[config.mk]
export PLATFORM = sky130hd
export DESIGN_NAME = sobel_grad_pipe_flat
export DESIGN_NICKNAME = d
export VERILOG_FILES = /design/src/rtl/sobel_grad_pipe_if.sv /design/src/rtl/sobel_grad_pipe.sv /design/src/flat_wrapper.sv
export SDC_FILE = /design/constraint.sdc
export NUM_CORES = 1
export LEC_CHECK = 0
export ABC_AREA = 1
export BUFFER_PORTS_ARGS = -buffer_cell sky130_fd_sc_hd__clkbuf_2
export CAP_MARGIN = 5
export CORE_MARGIN = 2
export CORE_UTILIZATION = 40
export CTS_CLUSTER_DIAMETER = 120
export DETAILED_ROUTE_END_ITERATION = 8
export PLACE_DENSITY = 0.65
export SLEW_MARGIN = 20
export SYNTH_ARGS = -nofsm -noshare
export SYNTH_HDL_FRONTEND = slang
export SYNTH_SLANG_ARGS = --single-unit
[constraint.sdc]
create_clock -name Clk -period 3.8 [get_ports Clk]
set_clock_uncertainty 0.15 [all_clocks]
set_input_delay 0.76 -clock Clk [delete_from_list [all_inputs] [get_ports Clk]]
set_output_delay 0.76 -clock Clk [all_outputs]
set_load 0.005 [all_outputs]
[src/rtl/sobel_grad_pipe_if.sv]
// Streaming window-in / pixel-out bundle for the Sobel gradient engine.
// master = the side that feeds windows and consumes results,
// slave  = the gradient engine itself.
interface sobel_grad_pipe_if #(
  parameter int DATA_W = 8,
  parameter int OUT_W  = 8
);
  logic                     in_valid;
  logic                     in_ready;
  logic                     in_sof;
  logic [9*DATA_W-1:0]      win;
  logic [1:0]               mode;
  logic [OUT_W-1:0]         threshold;
  logic                     out_valid;
  logic                     out_ready;
  logic                     out_sof;
  logic signed [DATA_W+2:0] gx;
  logic signed [DATA_W+2:0] gy;
  logic [OUT_W-1:0]         out_pix;
  logic [15:0]              sat_cnt;

  modport master (
    output in_valid, in_sof, win, mode, threshold, out_ready,
    input  in_ready, out_valid, out_sof, gx, gy, out_pix, sat_cnt
  );

  modport slave (
    input  in_valid, in_sof, win, mode, threshold, out_ready,
    output in_ready, out_valid, out_sof, gx, gy, out_pix, sat_cnt
  );
endinterface

[src/rtl/sobel_grad_pipe.sv]
// 3-stage streaming Sobel engine: partial sums -> signed Gx/Gy -> reduced pixel.
// One global advance signal moves all stages together; bubbles keep their slot.
// Mode/threshold are latched on each accepted start-of-frame and travel with the beat.
module sobel_grad_pipe #(
  parameter int DATA_W = 8,
  parameter int OUT_W  = 8
) (
  input logic              Clk,
  input logic              Rst,
  sobel_grad_pipe_if.slave bus
);
  localparam int SUM_W = DATA_W + 2;  // column sum of 1-2-1 weights, max 4*(2^DATA_W-1)
  localparam int G_W   = DATA_W + 3;  // signed difference of two sums
  localparam int MAG_W = DATA_W + 3;  // |gx|+|gy| <= 8*(2^DATA_W-1) still fits
  localparam logic [MAG_W-1:0] SAT_MAX = MAG_W'((1 << OUT_W) - 1);

  // column/row weighted sum a + 2b + c, never overflows SUM_W
  function automatic logic [SUM_W-1:0] f_wsum(input logic [DATA_W-1:0] a,
                                              input logic [DATA_W-1:0] b,
                                              input logic [DATA_W-1:0] c);
    return SUM_W'(a) + (SUM_W'(b) << 1) + SUM_W'(c);
  endfunction

  // clip a magnitude to the output pixel range
  function automatic logic [OUT_W-1:0] f_sat(input logic [MAG_W-1:0] x);
    return (x > SAT_MAX) ? {OUT_W{1'b1}} : x[OUT_W-1:0];
  endfunction

  logic [DATA_W-1:0] w_p [9];
  logic              w_advance;
  logic              w_accept;
  logic [1:0]        w_beat_mode;
  logic [OUT_W-1:0]  w_beat_thr;
  logic [MAG_W-1:0]  w_absx;
  logic [MAG_W-1:0]  w_absy;
  logic [MAG_W-1:0]  w_mag;
  logic [OUT_W-1:0]  w_pix;
  logic              w_clip;

  logic [1:0]        r_active_mode;
  logic [OUT_W-1:0]  r_active_thr;

  logic              r_v1, r_sof1;
  logic [1:0]        r_mode1;
  logic [OUT_W-1:0]  r_thr1;
  logic [SUM_W-1:0]  r_sa1, r_sb1, r_sc1, r_sd1;

  logic              r_v2, r_sof2;
  logic [1:0]        r_mode2;
  logic [OUT_W-1:0]  r_thr2;
  logic signed [G_W-1:0] r_gx2, r_gy2;

  logic              r_v3, r_sof3;
  logic [1:0]        r_mode3;
  logic signed [G_W-1:0] r_gx3, r_gy3;
  logic [MAG_W-1:0]  r_absx3, r_absy3, r_mag3;
  logic [OUT_W-1:0]  r_pix3;
  logic [15:0]       r_sat_cnt;

  genvar gi;
  generate
    for (gi = 0; gi < 9; gi++) begin : g_unpack
      assign w_p[gi] = bus.win[gi*DATA_W +: DATA_W];
    end
  endgenerate

  assign w_advance   = !r_v3 || bus.out_ready;
  assign w_accept    = bus.in_valid && w_advance;
  // a start-of-frame beat already uses its own mode, not the previous frame's
  assign w_beat_mode = bus.in_sof ? bus.mode      : r_active_mode;
  assign w_beat_thr  = bus.in_sof ? bus.threshold : r_active_thr;

  assign w_absx = r_gx2[G_W-1] ? MAG_W'(-r_gx2) : MAG_W'(r_gx2);
  assign w_absy = r_gy2[G_W-1] ? MAG_W'(-r_gy2) : MAG_W'(r_gy2);
  assign w_mag  = w_absx + w_absy;

  // reduce the stage-2 gradients to the output pixel for this beat's mode
  always_comb begin
    w_pix = '0;
    case (r_mode2)
      2'd0:    w_pix = f_sat(w_absx);
      2'd1:    w_pix = f_sat(w_absy);
      2'd2:    w_pix = f_sat(w_mag);
      default: w_pix = (f_sat(w_mag) >= r_thr2) ? {OUT_W{1'b1}} : '0;
    endcase
  end

  // did clipping change the delivered result (threshold mode never counts)
  always_comb begin
    w_clip = 1'b0;
    case (r_mode3)
      2'd0:    w_clip = (r_absx3 > SAT_MAX);
      2'd1:    w_clip = (r_absy3 > SAT_MAX);
      2'd2:    w_clip = (r_mag3 > SAT_MAX);
      default: w_clip = 1'b0;
    endcase
  end

  // latch mode/threshold on every accepted start-of-frame
  always_ff @(posedge Clk) begin
    if (Rst) begin
      r_active_mode <= '0;
      r_active_thr  <= '0;
    end else if (w_accept && bus.in_sof) begin
      r_active_mode <= bus.mode;
      r_active_thr  <= bus.threshold;
    end
  end

  // lock-step pipeline; data registers load only when a valid beat moves in
  always_ff @(posedge Clk) begin
    if (Rst) begin
      r_v1 <= 1'b0; r_sof1 <= 1'b0; r_mode1 <= '0; r_thr1 <= '0;
      r_sa1 <= '0; r_sb1 <= '0; r_sc1 <= '0; r_sd1 <= '0;
      r_v2 <= 1'b0; r_sof2 <= 1'b0; r_mode2 <= '0; r_thr2 <= '0;
      r_gx2 <= '0; r_gy2 <= '0;
      r_v3 <= 1'b0; r_sof3 <= 1'b0; r_mode3 <= '0;
      r_gx3 <= '0; r_gy3 <= '0;
      r_absx3 <= '0; r_absy3 <= '0; r_mag3 <= '0; r_pix3 <= '0;
    end else if (w_advance) begin
      r_v1 <= w_accept;
      if (w_accept) begin
        r_sof1  <= bus.in_sof;
        r_mode1 <= w_beat_mode;
        r_thr1  <= w_beat_thr;
        r_sa1   <= f_wsum(w_p[0], w_p[3], w_p[6]);  // left column
        r_sb1   <= f_wsum(w_p[2], w_p[5], w_p[8]);  // right column
        r_sc1   <= f_wsum(w_p[0], w_p[1], w_p[2]);  // top row
        r_sd1   <= f_wsum(w_p[6], w_p[7], w_p[8]);  // bottom row
      end
      r_v2 <= r_v1;
      if (r_v1) begin
        r_sof2  <= r_sof1;
        r_mode2 <= r_mode1;
        r_thr2  <= r_thr1;
        r_gx2   <= $signed({1'b0, r_sa1}) - $signed({1'b0, r_sb1});
        r_gy2   <= $signed({1'b0, r_sc1}) - $signed({1'b0, r_sd1});
      end
      r_v3 <= r_v2;
      if (r_v2) begin
        r_sof3  <= r_sof2;
        r_mode3 <= r_mode2;
        r_gx3   <= r_gx2;
        r_gy3   <= r_gy2;
        r_absx3 <= w_absx;
        r_absy3 <= w_absy;
        r_mag3  <= w_mag;
        r_pix3  <= w_pix;
      end
    end
  end

  // count delivered results that were clipped, sticking at all-ones
  always_ff @(posedge Clk) begin
    if (Rst) begin
      r_sat_cnt <= '0;
    end else if (r_v3 && bus.out_ready && w_clip && (r_sat_cnt != 16'hFFFF)) begin
      r_sat_cnt <= r_sat_cnt + 16'd1;
    end
  end

  assign bus.in_ready  = w_advance;
  assign bus.out_valid = r_v3;
  assign bus.out_sof   = r_sof3;
  assign bus.gx        = r_gx3;
  assign bus.gy        = r_gy3;
  assign bus.out_pix   = r_pix3;
  assign bus.sat_cnt   = r_sat_cnt;
endmodule

[src/flat_wrapper.sv]
// flat-port wrapper written by rule: the top's interface ports become plain ports
module sobel_grad_pipe_flat 
#(
  parameter int DATA_W = 8,
  parameter int OUT_W  = 8
)
  (Clk, Rst, bus_in_valid, bus_in_sof, bus_win, bus_mode, bus_threshold, bus_out_ready, bus_in_ready, bus_out_valid, bus_out_sof, bus_gx, bus_gy, bus_out_pix, bus_sat_cnt);
  sobel_grad_pipe_if #(.DATA_W(DATA_W), .OUT_W(OUT_W)) bus_i ();
  input logic Clk;
  input logic Rst;
  input wire logic [$bits(bus_i.in_valid)-1:0] bus_in_valid;
  input wire logic [$bits(bus_i.in_sof)-1:0] bus_in_sof;
  input wire logic [$bits(bus_i.win)-1:0] bus_win;
  input wire logic [$bits(bus_i.mode)-1:0] bus_mode;
  input wire logic [$bits(bus_i.threshold)-1:0] bus_threshold;
  input wire logic [$bits(bus_i.out_ready)-1:0] bus_out_ready;
  output wire logic [$bits(bus_i.in_ready)-1:0] bus_in_ready;
  output wire logic [$bits(bus_i.out_valid)-1:0] bus_out_valid;
  output wire logic [$bits(bus_i.out_sof)-1:0] bus_out_sof;
  output wire logic [$bits(bus_i.gx)-1:0] bus_gx;
  output wire logic [$bits(bus_i.gy)-1:0] bus_gy;
  output wire logic [$bits(bus_i.out_pix)-1:0] bus_out_pix;
  output wire logic [$bits(bus_i.sat_cnt)-1:0] bus_sat_cnt;
  assign bus_i.in_valid = bus_in_valid;
  assign bus_i.in_sof = bus_in_sof;
  assign bus_i.win = bus_win;
  assign bus_i.mode = bus_mode;
  assign bus_i.threshold = bus_threshold;
  assign bus_i.out_ready = bus_out_ready;
  assign bus_in_ready = bus_i.in_ready;
  assign bus_out_valid = bus_i.out_valid;
  assign bus_out_sof = bus_i.out_sof;
  assign bus_gx = bus_i.gx;
  assign bus_gy = bus_i.gy;
  assign bus_out_pix = bus_i.out_pix;
  assign bus_sat_cnt = bus_i.sat_cnt;
  sobel_grad_pipe #(.DATA_W(DATA_W), .OUT_W(OUT_W)) u_core (.Clk(Clk), .Rst(Rst), .bus(bus_i));
endmodule
==> impl_metrics.json <==
{
  "synthTopCellsByCount": "inv_1 (188), nand2_1 (165), a21oi_1 (156), dfxtp_1 (155), o21ai_0 (144)",
  "cellPowerDensity_nw_per_um2": 480,
  "power_leakage_nw": 6.08,
  "numPortBuffers": 127,
  "routed_wl_mm": 26.8,
  "start_util_pct": 40.9,
  "cp_data_arrival_time_ns": 4.11,
  "grt_pass1_wl_mm": 43.1,
  "setup_viol": 8,
  "die_y_microns": 159,
  "tightest_slew_ns": 0.916,
  "min_period_over_period_pct": 104,
  "total_power_mw": 6.11,
  "drt_first_iter_violations": 562,
  "min_from": "u_core.r_active_thr[6]$_SDFFE_PP0P_",
  "maxSlewHeadroom_pct": 38.9,
  "cp-start-kind": "flop",
  "ctsHoldBuffers": 0,
  "r2r_cells": 27,
  "via_count": 9226,
  "synth_edf_count": 0,
  "slowest_stage": "dfxtp_2",
  "antenna_found_initial": 0,
  "track_usage_pct": 20.8,
  "multiInputGateArea_sq_um": 6140,
  "post-route-min-period_ns": 3.94,
  "cp-end-kind": "flop",
  "hold_path_end": "u_core.r_active_thr[6]$_SDFFE_PP0P_",
  "first_pass_iters": 5,
  "fillers": 2223,
  "htree_num_levels": 4,
  "num_antenna_cells": 0,
  "final.setup.tns_ns": -0.931,
  "rrSetupSlack_ns": -0.14,
  "critical_path.max_fanout": 5,
  "synthTopCellsByArea": "dfxtp_1 (32%), ha_1 (9.9%), a21oi_1 (8.1%)",
  "grt_pass1_vias": 8808,
  "syn_area_sq_um": 9630,
  "synth_top_flop_cell": "dfxtp_1",
  "async_flop_share_pct": 0,
  "clock_sinks": 155,
  "wire_per_inst_microns": 14.4,
  "hold_class": "reg -> reg",
  "drive_gt1_share_pct": 27.7,
  "fmax_ghz": 0.254,
  "cp_top_family": "simple AND/OR/NAND/NOR gates",
  "clk_latency_ns": 0.43,
  "rsz0062_at_grt": "true",
  "synth_seq_area_share_pct": 32.2,
  "rr_endpoint": "u_core.bus.out_pix[4]$_SDFFE_PP0P_",
  "hold_viol_final": 0,
  "ant_nets": 0,
  "outcome": "finished with violations",
  "placementRows": 56,
  "core_area_sq_um": 23500,
  "synth_seq_cells": 155,
  "vias_per_cell": 4.98,
  "die-area_sq_um": 25300,
  "maxSlewViolCount": 0,
  "required_ns": 3.98,
  "max_cap_viol_count": 0,
  "hpwl_mm": 18.7,
  "yosysMostFrequentCell": "inv_1",
  "clkTransAtPathRegs_ns": 0.06,
  "cts-root-to-sink-buffers": 2,
  "avgSynthCellArea_sq_um": 7.48,
  "worstHoldPathCells": 2,
  "tritoncts": "yes",
  "synth_top_area_share_pct": 32.2,
  "ctsRootBufferMaster": "clkbuf_16",
  "yosysUniqueCellTypes": 43,
  "synthToLayoutAreaGrowth_pct": 32.3,
  "cp_common_cell": "nand2_1",
  "critical_path_class": "reg -> reg",
  "syn_nets": 1486,
  "die_x_microns": 159,
  "setup_slack_ns": -0.135,
  "timing.rr.start": "u_core.r_gy2[0]$_SDFFE_PP0P_",
  "netlist_instances": 1288,
  "nNetsFinal": 1718,
  "drc_errors": 0,
  "cts_buffers": 17,
  "cpPeakStageDelay_ns": 0.32,
  "pre_cts_ws_ns": -0.410,
  "critical_path_depth": 27,
  "grt_max_degree": 81,
  "synth_top_area_cell": "dfxtp_1",
  "grt_overflow": 0,
  "yosys_warnings": 0,
  "place_congestion": 0.863,
  "ir_drop_mv": 0.359,
  "seqCellArea_sq_um": 3120,
  "ios": 136,
  "worst-path-buf-inv": 6,
  "violations": "setup timing"
}
==> through the flow <==
step                      instances  area [sq um]  hold WS [ns]  utilization, %
after detailed placement       1764         11100         0.302            47.1
after CTS                      1837         12300         0.312            52.2
after floorplan                1288          9640         0.283               -
after global placement         1764         11100         0.298            47.1
after global routing           1852         12700         0.328            54.1
final                          1852         12700         0.314            54.1
==> per-layer routing <==
metal	global-route usage [%]	up-vias	wire length (microns)
li1	-	4672	-
met1	27.8	4281	12400
met2	34.1	231	12600
met3	3.59	42	1120
met4	6.82	0	628
met5	0	-	0
==> cell type report <==
type	instances	area share, %
tap	319	3.13
multi-input combinational	885	48.2
clock inverter	14	1.44
inverter	193	5.68
timing repair buffer	268	13.7
sequential	155	24.5
clock buffer	18	3.45
==> flip-flops by register name, summed over array words and instances (netlist names), 10 cells and up <==
signal / count
u_core.r_sa1: 10
u_core.r_sb1: 10
u_core.r_gx2: 11
u_core.bus.sat_cnt: 16
u_core.r_sc1: 10
u_core.bus.gy: 10
u_core.r_gy2: 11
u_core.bus.gx: 10
u_core.r_sd1: 10
==> cells by family (layout without fill, tap and decap cells) <==
logic type | Yosys count | count (layout) | synth area share (%)
xor gates and xnor gates | 46 | 46 | 4.26
buffers and inverters | 249 | 493 | 9.90
and+or+nand+nor | 396 | 397 | 18.6
AOI/OAI and AO/OA | 331 | 331 | 17.9
DFF | 155 | 155 | 32.2
adders and majority gates | 111 | 111 | 17.1
==> report_power, final <==
part | leakage (nW) | internal, mW | total (mW) | switching (mW)
sequential | 1.28 | 1.75 | 1.82 | 0.0736
combinational | 4.51 | 1.15 | 2.49 | 1.34
clock | 0.298 | 1.07 | 1.80 | 0.734
total | 6.08 | 3.97 | 6.11 | 2.15
==> worst register-to-register path, cell delays in order (launching register included) <==
cell and delay [ns]:
dfxtp_2 0.32, inv_2 0.08, buf_4 0.14, nand2_2 0.07
nand2_4 0.11, o21ai_4 0.08, nor2_2 0.15, xor2_2 0.24
ha_1 0.30, a21oi_2 0.17, inv_1 0.07, nor2_1 0.09
nand2_1 0.07, nand2_1 0.08, nand2_2 0.11, nand2_4 0.15
buf_6 0.11, nand3_2 0.09, ha_1 0.30, nand2_1 0.06
nor2_1 0.06, nand4_1 0.10, o2111ai_2 0.13, a31oi_4 0.25
buf_6 0.15, nand4_1 0.09, nand2_1 0.08, inv_1 0.04
==> worst max path at each step <==
stage                                       from                            endpoint
floorplan           u_core.r_gy2[0]$_SDFFE_PP0P_  u_core.bus.out_pix[0]$_SDFFE_PP0P_
global placement    u_core.r_gx2[0]$_SDFFE_PP0P_  u_core.bus.out_pix[4]$_SDFFE_PP0P_
detailed placement  u_core.r_gy2[0]$_SDFFE_PP0P_  u_core.bus.out_pix[4]$_SDFFE_PP0P_
CTS                 u_core.r_gx2[1]$_SDFFE_PP0P_  u_core.bus.out_pix[4]$_SDFFE_PP0P_
global route        u_core.r_gx2[2]$_SDFFE_PP0P_  u_core.bus.out_pix[4]$_SDFFE_PP0P_
finish              u_core.r_gy2[0]$_SDFFE_PP0P_  u_core.bus.out_pix[4]$_SDFFE_PP0P_
==> cells in the final DEF, fill, tap and decap left out, types with 14 or more instances in the layout <==
cell / instances
clkbuf_2: 127
a21oi_1: 150
clkbuf_16: 17
xor2_1: 29
nand2_1: 145
inv_1: 182
nand2_2: 30
nor3_1: 16
o21ai_0: 139
nor2_1: 106
buf_4: 128
dfxtp_1: 148
ha_1: 62
nand4_1: 14
nand3_1: 38
fa_1: 34
==> what timing repair did <==
item | CTS | global route
pin swaps | 36 | 60
cloned | 1 | 0
setup endpoints to repair | 8 | 8
setup buffers | 41 | 18
gates resized for setup | 61 | 65
No activity file was read; power rests on OpenSTA's default activity.
